File: src/rtl/rs_syndrome_calc.sv
// RS(255,223) syndrome calculator over GF(2^8), primitive polynomial 0x11D.
// Accepts one received symbol per clock, highest-degree coefficient first, and
// accumulates S_j = r(alpha^(FCR+j)) for j = 0..NSYM-1 with Horner's rule.
// On the last symbol of a frame the packed syndromes are registered into
// synd_out and synd_valid pulses one cycle later.
//
// Ports:
//   clk, rst       clock, synchronous active-high reset
//   din_valid      din carries a symbol this cycle
//   din_sop        first symbol of a frame (qualified by din_valid)
//   din[7:0]       received symbol
//   busy           frame accumulation in progress
//   synd_valid     one-cycle pulse, synd_out/synd_nonzero updated
//   synd_out       packed syndromes, S_j in bits [8j+7:8j]
//   synd_nonzero   any syndrome nonzero
//   frame_err      one-cycle pulse, frame aborted by an early din_sop
//   err_frame_cnt  saturating count of frames with errors
//                  (only when RS_SYND_ERRCNT_EN is defined)
//
// Optional feature macro: RS_SYND_ERRCNT_EN

module rs_syndrome_calc #(
    parameter int unsigned N    = 255,
    parameter int unsigned NSYM = 32,
    parameter int unsigned FCR  = 0
) (
    input  logic                clk,
    input  logic                rst,
    input  logic                din_valid,
    input  logic                din_sop,
    input  logic [7:0]          din,
    output logic                busy,
    output logic                synd_valid,
    output logic [8*NSYM-1:0]   synd_out,
    output logic                synd_nonzero,
`ifdef RS_SYND_ERRCNT_EN
    output logic [15:0]         err_frame_cnt,
`endif
    output logic                frame_err
);

    localparam int unsigned CntW = $clog2(N + 1);

    // Multiply by alpha (x) modulo 0x11D.
    function automatic logic [7:0] xtime(input logic [7:0] a);
        return {a[6:0], 1'b0} ^ (a[7] ? 8'h1D : 8'h00);
    endfunction

    // General GF(2^8) multiply; with a constant operand it reduces to an XOR network.
    function automatic logic [7:0] gf_mul(input logic [7:0] a, input logic [7:0] b);
        logic [7:0] p;
        logic [7:0] aa;
        p  = 8'h00;
        aa = a;
        for (int i = 0; i < 8; i++) begin
            if (b[i]) p = p ^ aa;
            aa = xtime(aa);
        end
        return p;
    endfunction

    // alpha^(FCR+j) for every lane, evaluated at elaboration.
    function automatic logic [NSYM-1:0][7:0] alpha_table();
        logic [NSYM-1:0][7:0] t;
        logic [7:0]           p;
        p = 8'h01;
        for (int unsigned i = 0; i < (FCR % 255); i++) p = xtime(p);
        for (int unsigned j = 0; j < NSYM; j++) begin
            t[j] = p;
            p    = xtime(p);
        end
        return t;
    endfunction

    localparam logic [NSYM-1:0][7:0] AlphaPow = alpha_table();

    typedef enum logic [0:0] {StIdle, StAccum} state_e;

    state_e               state_q, state_d;
    logic [CntW-1:0]      cnt_q, cnt_d;
    logic [NSYM-1:0][7:0] acc_q, acc_d, acc_upd;
    logic [8*NSYM-1:0]    synd_q;
    logic                 synd_nz_q, synd_valid_q, frame_err_q;
    logic                 sop_take, sym_take, last_sym, early_sop, acc_nz;

    // State register.
    always_ff @(posedge clk) begin
        if (rst) state_q <= StIdle;
        else     state_q <= state_d;
    end

    // Next-state logic.
    always_comb begin
        state_d = state_q;
        unique case (state_q)
            StIdle:  if (din_valid && din_sop) state_d = StAccum;
            StAccum: if (last_sym)             state_d = StIdle;
            default: state_d = StIdle;
        endcase
    end

    // Outputs.
    always_comb begin
        busy         = (state_q == StAccum);
        synd_valid   = synd_valid_q;
        synd_out     = synd_q;
        synd_nonzero = synd_nz_q;
        frame_err    = frame_err_q;
    end

    // Datapath control and Horner update for all lanes in parallel.
    always_comb begin
        sop_take  = din_valid && din_sop;
        sym_take  = (state_q == StAccum) && din_valid && !din_sop;
        last_sym  = sym_take && (cnt_q == CntW'(N - 1));
        early_sop = (state_q == StAccum) && din_valid && din_sop;

        for (int j = 0; j < NSYM; j++) begin
            acc_upd[j] = gf_mul(acc_q[j], AlphaPow[j]) ^ din;
        end
        acc_nz = |acc_upd;

        acc_d = acc_q;
        cnt_d = cnt_q;
        if (sop_take) begin
            for (int j = 0; j < NSYM; j++) acc_d[j] = din;
            cnt_d = CntW'(1);
        end else if (sym_take) begin
            acc_d = acc_upd;
            cnt_d = last_sym ? '0 : cnt_q + CntW'(1);
        end
    end

    always_ff @(posedge clk) begin
        if (rst) begin
            cnt_q        <= '0;
            acc_q        <= '0;
            synd_q       <= '0;
            synd_nz_q    <= 1'b0;
            synd_valid_q <= 1'b0;
            frame_err_q  <= 1'b0;
        end else begin
            cnt_q        <= cnt_d;
            acc_q        <= acc_d;
            synd_valid_q <= last_sym;
            frame_err_q  <= early_sop;
            // Separate output register so a back-to-back frame cannot disturb it.
            if (last_sym) begin
                synd_q    <= acc_upd;
                synd_nz_q <= acc_nz;
            end
        end
    end

`ifdef RS_SYND_ERRCNT_EN
    logic [15:0] err_cnt_q;

    // Counted in the same cycle synd_valid is registered, so both appear together.
    always_ff @(posedge clk) begin
        if (rst) begin
            err_cnt_q <= '0;
        end else if (last_sym && acc_nz && (err_cnt_q != 16'hFFFF)) begin
            err_cnt_q <= err_cnt_q + 16'd1;
        end
    end

    assign err_frame_cnt = err_cnt_q;
`endif

endmodule
File: config.mk
export PLATFORM = sky130hd
export DESIGN_NAME = rs_syndrome_calc
export DESIGN_NICKNAME = d
export VERILOG_FILES = /design/src/rtl/rs_syndrome_calc.sv
export SDC_FILE = /design/constraint.sdc
export NUM_CORES = 1
export LEC_CHECK = 0
export CAP_MARGIN = 10
export CORE_MARGIN = 1
export CORE_UTILIZATION = 52
export CTS_CLUSTER_DIAMETER = 50
export CTS_CLUSTER_SIZE = 30
export DETAILED_ROUTE_END_ITERATION = 6
export PLACE_DENSITY = 0.77
export SLEW_MARGIN = 5
export SYNTH_ARGS = -nofsm -noshare
export SYNTH_HDL_FRONTEND = slang
export SYNTH_SLANG_ARGS = --single-unit
File: constraint.sdc
create_clock -name clk -period 2.29 [get_ports clk]
set_input_delay 0.458 -clock clk [delete_from_list [all_inputs] [get_ports clk]]
set_output_delay 0.458 -clock clk [all_outputs]
set_load 0.01 [all_outputs]
==> metrics <==
post-synthesis simple-gate area fraction=0.167; adder-cell share of the synthesized area=0.000958; Seq pwr share=0.367; layout cells sized above 1=0.214; mapped cell area=26100 um^2; first-pass GRT wire length=149000 um; 1st-iter DRT viols=2817; drt total wl=99100 um; synth warn=0; First-pass DRT Iterations=6; worst-case clock buffer depth=3; register-to-register setup slack=-0.30 ns; RSZ-0062 raised after global routing=yes; Pint=17.9 mW; Worst setup EP type=flip-flop; count of different cell masters after synthesis=53; CP Max Fanout=3; Layout Nets=3859; max capacitance violation total=0; mux cell area share after synthesis=0.00273; CTS tree=built; P_leak=13.7 nW; Die Ht=226 um; IO buf count=271; largest family of logic cells by synthesized area=XOR/XNOR gates; clock network fraction of design power=0.335; Fin Hold WS=0.305 ns; Switch Pwr=8.67 mW; largest net degree at the start of global routing=131; DRC=0; Setup Viol. Count Final=1; WL/cell=21.8 um; routability cong.=0.986; Starting Density=0.530; vias=26226; core area=49300 um^2; Worst Skew=0.0281 ns; CTS buffer count=49; outcome=finished with violations; site row count=81; failing checks=negative setup slack; Post-Synth XOR/XNOR Area=0.236; post-synthesis compound-gate area fraction=0.148; Worst setup SP type=flip-flop; combinational power share=0.298; Final Slew Violations=0; Synth-to-Final Area Change=38.6%; setup ws final=-0.296 ns; Req. time, crit path=2.75 ns; initial antenna violation count=2; vias per std cell=5.76; Overall Power=26.6 mW; async set or reset register ratio after synthesis=0; Seq cells post-synth=524; pwr dens=734 nW/um^2; post-detail-place hpwl=72000 um; Final min period=2.59 ns; EDFF count, synth=0; syn_nets=3134; Detail Route Antenna Nets=0; Final period util=1.13; vias in the first global route=25201; CTS root buf=clkbuf_16; ys flop type=dfxtp_1; maximum clock rate=387 MHz; H-tree depth=2; peak supply drop=537 uV; Core Util, Final=0.735; io pins=272; Inst Count DP=4452; final std cells w/o fill=4551; Hold Path Class=input port to flip-flop; Reg clk slew, reported paths=0.07 ns; post-place setup slack=-0.851 ns; Die X=226 um; total grt overflow=0; switching share of total power=0.326; Slew HR=0.492; die area=51100 um^2; commonest non-fill, non-tap cell in the layout=buf_4; sequential area share after synthesis=0.402; Syn Area/Cell=8.37 um^2; worst slew pin tran=0.762 ns; Final Hold Viols=0; WS Path Type=flip-flop to flip-flop; fillcell total=3739; clk_lat worst skew=0.62 ns; total track usage=0.382; Clock Sinks=524; most frequent cells in the layout=buf_4 (624), nor2_1 (618), dfxtp_1 (515); Gate Count Post-Synth=3120; WP data arrival=3.04 ns
-- metal layers --
layer,routed length [um],track usage,vias up
li1,-,-,12000
met1,40900,0.518,12557
met2,44100,0.593,1378
met3,9580,0.0703,289
met4,4630,0.164,2
met5,13,0,-
-- power groups by stage --
stage               registers, mW  clock network [mW]  logic [mW]
floorplan                    9.87                   0        3.57
global placement             9.92                   0        7.47
detailed placement           9.93                   0        7.53
CTS                          9.73                8.93        7.67
global route                 9.77                9.32        8.28
finish                       9.74                8.91        7.92
-- metrics by stage --
step,TNS (ns),cell area [um^2]
2_1_floorplan,-0.0464,26200
3_3_place_gp,-104.62,34100
3_5_place_dp,-116.62,34100
4_1_cts,-0.299,36100
5_1_grt,-0.343,36200
6_report,-0.296,36200
-- path summary, 6_finish.rpt --
kind / startpoint / endpoint / depth (start not counted)
hold reg to reg: synd_out[39] / synd_out[39] / 2
setup reg to reg: acc_q[60] / synd_nonzero / 9
hold / removal: rst / acc_q[28] / 2
setup / recovery: acc_q[60] / synd_nonzero / 9
-- cells in the mapped netlist, types with 29 or more instances --
cell | count | share of area
nor3_1 | 76 | 0.015
a21oi_1 | 233 | 0.045
dfxtp_1 | 524 | 0.40
buf_2 | 39 | 0.0075
nor2_1 | 620 | 0.089
a221oi_1 | 125 | 0.042
o21ai_0 | 45 | 0.0086
nor4_1 | 29 | 0.0069
nand2_1 | 230 | 0.033
clkbuf_1 | 206 | 0.030
xor2_1 | 155 | 0.052
a211oi_1 | 157 | 0.045
xnor2_1 | 503 | 0.17
-- sequential cells by signal, summed over array words and instances (netlist names) --
signal,flops
synd_valid,1
cnt_q,8
synd_nonzero,1
synd_out,256
busy,1
frame_err,1
acc_q,256
-- worst max-delay path: stages (launching register included) --
cell and delay [ns]:
dfxtp_1 0.48, xor2_2 0.26, xor2_2 0.19, nand4_1 0.14, nor4bb_2 0.33, buf_4 0.18
nand4_1 0.09, or4_4 0.53, nor4_2 0.14, a211oi_1 0.10
-- kinds of logic after synthesis --
family	count (synthesis)
adder cells (fa/ha/maj)	2
AND/OR/NAND/NOR	1048
buffers and inverters	275
AO/OA/AOI/OAI	587
multiplexers	7
XOR/XNOR	677
flip-flops	524
-- timing repair --
action                     in CTS  in global routing
setup buffers                   2                  4
resized for setup              27                 23
setup endpoints to repair       2                 27
cloned                          0                  0
hold buffers                    0                  0
pin swaps                      14                 11
-- layout make-up --
cell class              count  area, um^2  area share
well taps                 664         831      0.0229
clock buffers              57        1300      0.0358
clock inverters            35         452      0.0125
flip-flops and latches    524       10500       0.290
multi-input cells        2321       14800       0.408
inverters                   6        22.5    0.000622
diodes                      1        2.50   0.0000691
repair buffers            943        8320       0.230
(Power assumes the default switching activity.)
